**config.mk**
```make
export PLATFORM = sky130hd
export DESIGN_NAME = mul_operand_result_seq
export DESIGN_NICKNAME = d
export VERILOG_FILES = /design/src/rtl/mul_operand_result_seq.sv
export SDC_FILE = /design/constraint.sdc
export NUM_CORES = 1
export LEC_CHECK = 0
export ABC_CLOCK_PERIOD_IN_PS = 5590
export BUFFER_PORTS_ARGS = -buffer_cell sky130_fd_sc_hd__buf_2
export CAP_MARGIN = 30
export CORE_MARGIN = 10
export CORE_UTILIZATION = 47
export DETAILED_ROUTE_END_ITERATION = 12
export GPL_TIMING_DRIVEN = 1
export PLACE_DENSITY = 0.91
export SLEW_MARGIN = 20
export SYNTH_ARGS = -nofsm -noshare
export SYNTH_HDL_FRONTEND = slang
export SYNTH_SLANG_ARGS = --single-unit
```
**constraint.sdc**
```tcl
create_clock -name clk -period 5.59 [get_ports clk]
set_input_delay 1.118 -clock clk [delete_from_list [all_inputs] [get_ports clk]]
set_output_delay 1.118 -clock clk [all_outputs]
set_load 0.01 [all_outputs]
```
**src/rtl/mul_operand_result_seq.sv**
```systemverilog
// Sequencer around an external combinational signed multiplier: latches operands,
// waits for the product to settle, captures it, then streams low and high words out.
module mul_operand_result_seq #(
    parameter int unsigned BITS          = 32,
    parameter int unsigned SETTLE_CYCLES = 1
) (
    input  logic              clk,
    input  logic              clr,
    input  logic              start,
    input  logic [BITS-1:0]   operand_a,
    input  logic [BITS-1:0]   operand_b,
    output logic [BITS-1:0]   mul_a,
    output logic [BITS-1:0]   mul_b,
    input  logic [2*BITS-1:0] mul_product,
    output logic              busy,
    output logic [BITS-1:0]   z_hi,
    output logic [BITS-1:0]   z_lo,
    output logic              res_valid,
    output logic [BITS-1:0]   res_word,
    output logic              res_sel,
    input  logic              res_ready,
    output logic              done
);

    if (SETTLE_CYCLES < 1 || SETTLE_CYCLES > 15) begin : g_bad_settle
        $error("SETTLE_CYCLES must be in 1..15");
    end

    localparam logic [3:0] CntInit = 4'(SETTLE_CYCLES - 1);

    typedef enum logic [1:0] {
        StIdle,
        StSettle,
        StDriveLo,
        StDriveHi
    } state_e;

    state_e          state_q, state_d;
    logic [3:0]      cnt_q, cnt_d;
    logic [BITS-1:0] mul_a_q, mul_a_d;
    logic [BITS-1:0] mul_b_q, mul_b_d;
    logic [BITS-1:0] z_hi_q, z_hi_d;
    logic [BITS-1:0] z_lo_q, z_lo_d;
    logic            done_q, done_d;

    always_comb begin
        state_d = state_q;
        cnt_d   = cnt_q;
        mul_a_d = mul_a_q;
        mul_b_d = mul_b_q;
        z_hi_d  = z_hi_q;
        z_lo_d  = z_lo_q;
        done_d  = 1'b0;
        unique case (state_q)
            StIdle: begin
                if (start) begin
                    mul_a_d = operand_a;
                    mul_b_d = operand_b;
                    cnt_d   = CntInit;
                    state_d = StSettle;
                end
            end
            StSettle: begin
                if (cnt_q != 4'd0) begin
                    cnt_d = cnt_q - 4'd1;
                end else begin
                    z_hi_d  = mul_product[2*BITS-1:BITS];
                    z_lo_d  = mul_product[BITS-1:0];
                    state_d = StDriveLo;
                end
            end
            StDriveLo: begin
                if (res_ready) state_d = StDriveHi;
            end
            StDriveHi: begin
                if (res_ready) begin
                    done_d  = 1'b1;
                    state_d = StIdle;
                end
            end
            default: state_d = StIdle;
        endcase
    end

    always_ff @(posedge clk) begin
        if (clr) begin
            state_q <= StIdle;
            cnt_q   <= 4'd0;
            mul_a_q <= '0;
            mul_b_q <= '0;
            z_hi_q  <= '0;
            z_lo_q  <= '0;
            done_q  <= 1'b0;
        end else begin
            state_q <= state_d;
            cnt_q   <= cnt_d;
            mul_a_q <= mul_a_d;
            mul_b_q <= mul_b_d;
            z_hi_q  <= z_hi_d;
            z_lo_q  <= z_lo_d;
            done_q  <= done_d;
        end
    end

    // Handshake outputs come from the state register only, never from inputs.
    always_comb begin
        busy      = 1'b1;
        res_valid = 1'b0;
        res_sel   = 1'b0;
        res_word  = '0;
        unique case (state_q)
            StIdle:    busy = 1'b0;
            StSettle:  ;
            StDriveLo: begin
                res_valid = 1'b1;
                res_word  = z_lo_q;
            end
            StDriveHi: begin
                res_valid = 1'b1;
                res_sel   = 1'b1;
                res_word  = z_hi_q;
            end
            default:   busy = 1'b0;
        endcase
    end

    assign mul_a = mul_a_q;
    assign mul_b = mul_b_q;
    assign z_hi  = z_hi_q;
    assign z_lo  = z_lo_q;
    assign done  = done_q;

endmodule

```
# Yosys cells after proc, flatten, opt, wreduce, memory -nomap -nowiden
# Cells that the tools add are included.
# Widths: inputs -> output; s select.
[totals] output_inout_bits=164 elab_cells=40 in_bits=132 reg_bits=135
[op_classes] addsub=1 eq_ne=8 n_reduce_logical=9 bitwise=2 mux=13
[op_table] operator="$pmux 32 s2" count=1
[op_table] operator="$ne 2x2->1 const B" count=5
[op_table] operator="$mux 2" count=4
[op_table] operator="$mux 4" count=2
[op_table] operator="$pmux 2 s4" count=1
[op_table] operator="$pmux 4 s2" count=1
[op_table] operator="$eq 2x2->1 const B" count=2
[op_table] operator="$mux 1" count=4
[op_table] operator="$reduce_and 2->1" count=2
[op_table] operator="$reduce_and 4->1" count=1
[op_table] operator="$reduce_bool 4->1" count=1
[op_table] operator="$reduce_or 2->1" count=2
[op_table] operator="$sub 4x1->4 const B" count=1
[op_table] operator="$reduce_and 3->1" count=1
[op_table] operator="$eq 2x1->1 const B" count=1
[op_table] operator="$logic_not 2->1" count=1
[op_table] operator="$not 1->1" count=2
[op_table] operator="$reduce_bool 2->1" count=1

# Longest topological paths before layout
# Gate-level depths: netlist of run 1.
[logic_depth] ltp_word=3 depth_mapped=9 mapped_depth_nobuf=6

# Worst setup path before layout of run 1
# OpenSTA, ideal clock, no wires.
[synth_path] path_type="register to output" startpoint="register state_q[0]" endpoint="output res_word[0]" stages_incl_launch_ff=10 required_ns=4.472 arrival_ns=1.622 slack_ns=2.850 path_buffers=3 cell_sequence="dfxtp_1 > inv_1 > ha_1 > buf_2 > nor2_1 > inv_1 > and2_1 > clkbuf_1 > buf_2 > a22o_1"
[synth_via] elab_chain_len=2 word_cells_on_any_way=3 classes_between="eq/ne: 2; mux: 1"
[synth_lines] element="from (decl)" line_no="38" rtl="state_e state_q, state_d;"
[synth_lines] element="from (signal assigned)" line_no="87" rtl="state_q <= StIdle;"
[synth_lines] element="from (signal assigned)" line_no="95" rtl="state_q <= state_d;"
[synth_lines] element="$eq 2x2->1" line_no="111" rtl="unique case (state_q)"
[synth_lines] element="$pmux 32 s2 (*)" line_no="111"
[synth_lines] element="to (decl)" line_no="19" rtl="output logic [BITS-1:0] res_word,"
# Mark *: on every way between the ends. The rest lies on a longest branch, timed or not.

# Final worst setup path of run 1
[layout_path] startpoint="register state_q[0]" endpoint="output res_word[4]"
# The elaborated chain is that of the path after synthesis.

==> impl_metrics.tcl, run 1 <==
set metrics [dict create \
    p_leak_nw 3.52 \
    r2r_start "state_q[1]" \
    ys.flop_type "dfxtp_1" \
    maxSlewViolCount 0 \
    syn_to_final_growth_pct 41.4 \
    grt_max_degree 89 \
    grtUsageTotal_pct 21.8 \
    startpoint "state_q[0]" \
    end_kind "output port" \
    portBuffers 295 \
    routed_wl_mm 17.9 \
    postSynthCellCount 649 \
    async_reset_ff_share_pct 0 \
    drc 0 \
    post_drt_wl_per_cell_um 16.7 \
    yosys-top-cells-area "dfxtp_1 52%, nand2_1 19%, a21oi_1 13%" \
    cap_violations 0 \
    critical_path_class "reg -> out" \
    yosysWarningCount 0 \
    tns_ps 0 \
    synth_top_area_share_pct 52.4 \
    cts_sinks 135 \
    vdd_drop_max_mv 0.342 \
    place_congestion 0.855 \
    slew-limit-headroom_pct 40.9 \
    crit_fanout 34 \
    finalInstanceArea_mm2 0.00729 \
    synth-seq-cells 135 \
    cts_hold_buf 0 \
    regArea_mm2 0.00270 \
    hold_path_depth 2 \
    worstHoldPathType "reg -> reg" \
    dp.final_hpwl_mm 13.1 \
    max-clock-path-buffers 2 \
    multiInputGateArea_mm2 0.00222 \
    crit_path_start_kind "flip-flop" \
    via_per_inst 5.10 \
    setup-violations-final 0 \
    grt_pass1_wl_mm 28.2 \
    final_hold_viol_count 0 \
    power_density_mw_per_mm2 514 \
    drt-initial-drc-count 374 \
    dieHeight_um 125 \
    worstHoldStart "mul_b[4]" \
    min_period_over_period_pct 68.7 \
    synth_cell_types 28 \
    core_area_mm2 0.0108 \
    synth_top_area_cell "dfxtp_1" \
    ys_seq_area_share_pct 52.4 \
    antenna_found_initial 0 \
    rr_worst_depth 6 \
    postPlaceCellArea_mm2 0.00669 \
    status "complete, no violations" \
    nFillCells 880 \
    p_total_mw 3.75 \
    dp.cells 1041 \
    fin_nets 1059 \
    cts_tree "yes" \
    num_antenna_cells 0 \
    postCtsSetupBuffers 0 \
    clk_pin_slew_ps 60 \
    die-area_mm2 0.0156 \
    final_cells 1072 \
    fp-row-count 38 \
    layout_setup_ws_ps 1750 \
    rsz0062_at_grt "no" \
    avgSynthCellArea_um2 7.94 \
    synth.top_cells.by_count "259 x nand2_1, 135 x dfxtp_1, 132 x a21oi_1" \
    first_pass_iters 5 \
    syn_nets 788 \
    ios 296 \
    clk_latency_ps 510 \
    grt_remaining_overflow 0 \
    synth_edf_count 0 \
    ant_nets 0 \
    start_util_pct 47.8 \
    place_ws_ps 2290 \
    finalCriticalPeriod_ps 3840 \
    tightest_slew_ps 887 \
    worst_ep_required_time_ps 4470 \
    cts_max_level 4 \
    ctsResizeCount 0 \
    drive_gt1_share_pct 36.2 \
    synth.most_common_cell "nand2_1" \
    root_buffer "clkbuf_8" \
    netlist_area_mm2 0.00515 \
    timing.fmax_mhz 260 \
    vias 5470 \
    numCtsBuffers 17 \
    die_w_um 125 \
    grt_pass1_vias 5423 \
    skew_ps 7.30 \
    cp.arrival_ps 2720 \
]
==> cell type report <==
cell class / instances / share of cell area, %
repair buffers: 302 / 21.5
well taps: 140 / 2.40
flip-flops and latches: 135 / 37.1
clock inverters: 11 / 2.04
multi-input cells: 457 / 30.4
clock buffers: 20 / 6.11
inverters: 7 / 0.361
==> kinds of logic (layout without fill, tap and decap cells) <==
logic type	after synthesis	after routing	synth area share [%]
flops	135	135	52.4
mux	3	3	0.583
fa+ha+maj	7	7	1.70
buf+inv	57	340	4.90
simple gates	276	276	21.1
compound gates	171	171	19.3
==> path summary, 6_finish.rpt <==
| kind | to | slack, ps |
|---|---|---|
| worst max register to register | cnt_q[2] | 3170 |
| worst max-delay path | res_word[4] | 1750 |
| worst min-delay path | mul_b[4] | 450 |
| worst min register to register | mul_b[4] | 450 |
==> critical path: stages (launching register included) <==
cell	delay (ps)
dfxtp_1	350
inv_1	100
ha_1	150
buf_4	350
nor2_1	120
inv_1	80
and2_1	370
buf_4	370
a22o_1	190
buf_2	130
==> layout by cell type, fill, tap and decap left out, types with 2 or more instances in the layout <==
cell type   count
bufinv_16       3
a21oi_1       132
nand2b_1        4
dfxtp_1       135
clkinvlp_4      3
o21ai_0         3
clkbuf_16      16
mux2i_1         3
inv_1           7
buf_12          3
nor2_1          2
nand2_1       258
buf_2         294
clkbuf_8        3
clkinv_2        2
clkinv_4        2
a22o_1         32
buf_4           5
ha_1            7
==> metrics by stage <==
step / util (%) / hold slack (ps)
after CTS: 67.5 / 451
after global placement: 61.4 / 438
after detailed placement: 62.0 / 443
after global routing: 67.5 / 464
after floorplan: - / 475
final: 67.5 / 449
==> report_power, final <==
| part | total, mW | leakage [nW] | switching (mW) | internal (mW) |
|---|---|---|---|---|
| clock | 1.12 | 0.283 | 0.415 | 0.702 |
| sequential | 1.37 | 1.10 | 0.174 | 1.19 |
| combinational | 1.26 | 2.13 | 0.799 | 0.465 |
| total | 3.75 | 3.52 | 1.39 | 2.36 |
==> flip-flops by register name, summed over array words and instances (netlist names) <==
| register | cells |
|---|---|
| done | 1 |
| cnt_q | 4 |
| mul_b | 32 |
| z_hi | 32 |
| z_lo | 32 |
| state_q | 2 |
| mul_a | 32 |
==> metal layers <==
metal  vias to the layer above  global-route usage, %  part of all wire [%]
li1                       2686                      -                     -
met1                      2486                   22.2                    36
met2                       263                   36.8                    49
met3                        35                   11.0                    12
met4                         0                   9.94                   2.9
met5                         -                      0                     0
(Power assumes the default switching activity.)
==> inputs of run 2 (changes only) <==
Settings changed: ABC_CLOCK_PERIOD_IN_PS 5590 to 3410, CORE_UTILIZATION 47 to 40, PLACE_DENSITY 0.91 to 0.83.
Clock period 5.59 ns to 3.41 ns, I/O delays scaled along.
==> run 2 against run 1 <==
Against the previous run:
- critical path depth is 1 lower
- register-to-register slack worse by 1800 ps
- clock-buffer cell count is 1 higher
- design area is 1.0% higher
- utilization is 9.2 points lower
- die area is 15% higher
- first-iteration DRC count is 15% lower
- sequential cell count stayed put
- critical path type unchanged
- largest cell class unchanged
==> impl_metrics.tcl, run 2 (same netlist as run 1, synthesis figures left out) <==
set metrics [dict create \
    num_antenna_cells 0 \
    postCtsSetupBuffers 0 \
    mostFrequentLayoutCells "294 x buf_2, 258 x nand2_1, 135 x dfxtp_1" \
    wl_met2_mm 8.39 \
    p_sw_mw 2.22 \
    die-area_mm2 0.0178 \
    crit_fanout 23 \
    ctsResizeCount 0 \
    clk_pin_slew_ps 60 \
    cts_sinks 135 \
    grt_max_degree 65 \
    worstHoldPathType "reg -> reg" \
    core_area_mm2 0.0126 \
    combPwrFrac_pct 32.5 \
    p_sw_share_pct 35.9 \
    die_w_um 134 \
    ant_nets 0 \
    cp.arrival_ps 2220 \
    setup-violations-final 0 \
    finalCriticalPeriod_ps 2900 \
    end_kind "output port" \
    cap_violations 0 \
    drt-initial-drc-count 318 \
    maxSlewViolCount 0 \
    route.met3.wl_mm 2.11 \
    fp-row-count 41 \
    clk_latency_ps 400 \
    critical_path_class "reg -> out" \
    ios 296 \
    min_period_over_period_pct 85.0 \
    post_drt_wl_per_cell_um 15.9 \
    max-clock-path-buffers 2 \
    drt-met1-wl_mm 6.86 \
    fin_nets 1061 \
    hold_slack_ps 450 \
    drc 0 \
    rr_worst_depth 6 \
    tns_ps 0 \
    worst_ep_required_time_ps 2730 \
    seq_power_share_pct 36.0 \
    numCtsBuffers 17 \
    dp.final_hpwl_mm 13.0 \
    tightest_slew_ps 671 \
    p_int_mw 3.96 \
    portBuffers 295 \
    grt_pass1_wl_mm 27.2 \
    first_pass_iters 4 \
    cts_max_level 4 \
    start_util_pct 40.8 \
    skew_ps 6.77 \
    via_per_inst 4.84 \
    reg2reg_to "z_lo[8]" \
    drive_gt1_share_pct 36.4 \
    cts_hold_buf 0 \
    dieHeight_um 134 \
    slew-limit-headroom_pct 55.3 \
    syn_to_final_growth_pct 42.8 \
    timing.fmax_mhz 345 \
    startpoint "state_q[0]" \
    pwr-share-clk_pct 31.6 \
    root_buffer "clkbuf_16" \
    grtUsageTotal_pct 18.6 \
    routed_wl_mm 17.6 \
    rsz0062_at_grt "no" \
    vdd_drop_max_mv 0.474 \
    dp.cells 1075 \
    power_density_mw_per_mm2 840 \
    p_leak_nw 3.54 \
    dr.max_layer_used "met4" \
    antenna_found_initial 0 \
    place_congestion 0.790 \
    final_common_cell "buf_2" \
    status "complete, no violations" \
    final_hold_viol_count 0 \
    final_core_util_pct 58.3 \
    r2r_slack_ps 1420 \
    cts_tree "yes" \
    vias 5359 \
    crit_path_end "res_word[2]" \
    r2r_start "state_q[1]" \
    crit_path_start_kind "flip-flop" \
    grt_remaining_overflow 0 \
    grt_pass1_vias 5262 \
    final_cells 1107 \
]
[run 2: changes by cell type in the layout (fill, tap and decap cells not counted), sizes merged]
cell	before	now
clkbuf	20	21
buf	302	304
bufinv	3	4
clkinv	4	3
[run 2: power groups by stage]
| stage | combinational [mW] | sequential (mW) | clock, mW |
|---|---|---|---|
| 6_report | 2.01 | 2.22 | 1.95 |
| 5_1_grt | 2.26 | 2.27 | 2.06 |
| 4_1_cts | 2.05 | 2.22 | 1.99 |
| 3_5_place_dp | 2.04 | 2.25 | 0 |
| 3_3_place_gp | 2.00 | 2.23 | 0 |
| 2_1_floorplan | 1.14 | 2.37 | 0 |
[run 2: worst max-delay path, cell delays in order (launching register included)]
cell	delay [ps]
dfxtp_1	400
inv_1	90
ha_1	210
nor2_1	160
inv_1	80
and2_1	300
buf_8	240
a22o_1	190
buf_2	140
[run 2: worst min path at each step]
stage,slack [ps],cells after the start,from,to
floorplan,470,2,cnt_q[0],cnt_q[0]
global placement,440,2,mul_a[21],mul_a[21]
detailed placement,440,2,mul_a[19],mul_a[19]
CTS,450,2,mul_a[19],mul_a[19]
global route,470,2,mul_a[31],mul_a[31]
finish,450,2,mul_b[31],mul_b[31]
[run 2: final cells by class]
class / instances / area, um^2
Clock buffer: 21 / 470
Clock inverter: 11 / 170
Fill cell: 1152 / 5260
Inverter: 7 / 26.3
Multi-Input combinational cell: 457 / 2210
Sequential cell: 135 / 2700
Tap cell: 172 / 215
Timing Repair Buffer: 304 / 1570
[run 2: metal layers]
layer	up-vias	GRT usage, %
met3	12	10.6
met4	0	4.96
li1	2692	-
met1	2429	20.2
met2	226	30.5
met5	-	0
[run 2: per-stage QoR]
step / setup WS, ps / area, um^2 / power [mW]
5_1_grt: 307 / 7360 / 6.60
4_1_cts: 489 / 7360 / 6.26
6_report: 510 / 7360 / 6.18
2_1_floorplan: 1110 / 5150 / 3.52
3_5_place_dp: 917 / 6720 / 4.29
3_3_place_gp: 784 / 6700 / 4.24
==> inputs of run 3 (changes only) <==
Settings changed: CORE_ASPECT_RATIO set to 0.5.
==> run 3 against run 2 <==
Against the previous run:
- fmax down 1.4%
- critical path depth is the same
- clock-buffer cell count is the same
- via count decreased by 0.17%
- first-iteration DRC count shrank 10%
- die area up 1.5%
- highest routed layer unchanged
==> impl_metrics.tcl, run 3 (same netlist as run 1, synthesis figures left out) <==
set metrics [dict create \
    busiest_layer "met2" \
    hold_path_depth 2 \
    crit_path_start_kind "flip-flop" \
    tns_ps 0 \
    nFillCells 1164 \
    numCtsBuffers 17 \
    rr_worst_depth 6 \
    p_total_mw 5.96 \
    final_common_cell "buf_2" \
    dieHeight_um 100 \
    grt_pass1_vias 5188 \
    cts_hold_buf 0 \
    timing.fmax_mhz 340 \
    post_drt_wl_per_cell_um 15.6 \
    via_per_inst 4.85 \
    fin_nets 1058 \
    vias 5350 \
    tightest_slew_ps 873 \
    power_density_mw_per_mm2 817 \
    setup-violations-final 0 \
    routed_wl_mm 17.3 \
    postCtsSetupBuffers 0 \
    status "complete, no violations" \
    grt_use_met2_pct 33.4 \
    grtUsageTotal_pct 17.5 \
    portBuffers 295 \
    worst_ep_required_time_ps 2730 \
    final_core_util_pct 57.8 \
    die_w_um 181 \
    dp.cells 1070 \
    critical_path_class "reg -> out" \
    met3_usage_pct 4.85 \
    drc 0 \
    core_area_mm2 0.0126 \
    final_hold_viol_count 0 \
    final_cells 1104 \
    worstHoldStart "mul_b[11]" \
    fp-row-count 29 \
    rsz0062_at_grt "no" \
    worstHoldPathType "reg -> reg" \
    max-clock-path-buffers 2 \
    slew-limit-headroom_pct 41.8 \
    ant_nets 0 \
    cts_sinks 135 \
    r2r_slack_ps 1000 \
    drive_gt1_share_pct 36.2 \
    hold_slack_ps 449 \
    root_buffer "clkbuf_16" \
    first_pass_iters 5 \
    maxSlewViolCount 0 \
    start_util_pct 40.8 \
    reg2reg_to "z_hi[31]" \
    holdPathEnd "mul_b[11]" \
    place_congestion 0.811 \
    drt-initial-drc-count 286 \
    antenna_found_initial 2 \
    skew_ps 10.7 \
    finalCriticalPeriod_ps 2940 \
    met1_usage_pct 18.0 \
    cts_tree "yes" \
    grt_pass1_wl_mm 26.6 \
    cts_max_level 4 \
    grt_max_degree 87 \
    syn_to_final_growth_pct 41.6 \
    vdd_drop_max_mv 0.465 \
    ctsResizeCount 0 \
    die-area_mm2 0.0181 \
    cp.arrival_ps 2260 \
    cap_violations 0 \
    end_kind "output port" \
    r2r_start "state_q[1]" \
    clk_latency_ps 400 \
    p_leak_nw 3.49 \
    ios 296 \
    clk_pin_slew_ps 50 \
    grt_remaining_overflow 0 \
    min_period_over_period_pct 86.2 \
    mostFrequentLayoutCells "294 x buf_2, 258 x nand2_1, 135 x dfxtp_1" \
    dp.final_hpwl_mm 13.0 \
    crit_fanout 20 \
]
[run 3: cell count changes in the layout (fill, tap and decap cells not counted), moves of 2 or more]
cell	delta
buf_4	-3
clkinvlp_4	+2
diode_2	+2
bufinv_16	-3
[run 3: area by class of cell]
class	count	area (um^2)	share of cell area, %
antenna	2	5.00	0.0686
clock buffer	21	470	6.45
clock inverter	11	100	1.37
inverter	7	26.3	0.360
multi-input combinational	457	2220	30.5
sequential	135	2700	37.0
tap	170	213	2.91
timing repair buffer	301	1560	21.3
[run 3: worst max-delay path by stage]
stage               cells after the start  startpoint           end  slack (ps)
floorplan                               9  state_q[0]   res_word[0]        1110
global route                            8  state_q[0]  res_word[16]         310
global placement                        7  state_q[0]   res_word[8]         790
detailed placement                      8  state_q[0]  res_word[29]         890
finish                                  8  state_q[0]  res_word[29]         470
CTS                                     8  state_q[0]  res_word[29]         480
[run 3: critical path, cell delays in order (launching register included)]
cell     delay [ps]
dfxtp_1         400
inv_1            90
ha_1            220
nor2_1          150
inv_1            60
and2_1          350
buf_16          250
a22o_1          190
buf_2           140
[run 3: per-stage QoR]
step | setup WS, ps | instance area [um^2]
floorplan | 1110 | 5150
global placement | 789 | 6690
detailed placement | 893 | 6720
CTS | 480 | 7290
global route | 313 | 7300
finish | 469 | 7300
[run 3: metal layers]
metal	up-vias	wire length, um
met4	0	410
met2	146	9330
met3	28	972
met5	-	0
met1	2489	6540
li1	2687	-
[run 3: report_power, final]
part | leakage [nW] | total, mW | internal [mW] | switching, mW
clock | 0.267 | 1.73 | 1.06 | 0.671
sequential | 1.10 | 2.23 | 1.96 | 0.272
combinational | 2.12 | 2.00 | 0.720 | 1.28
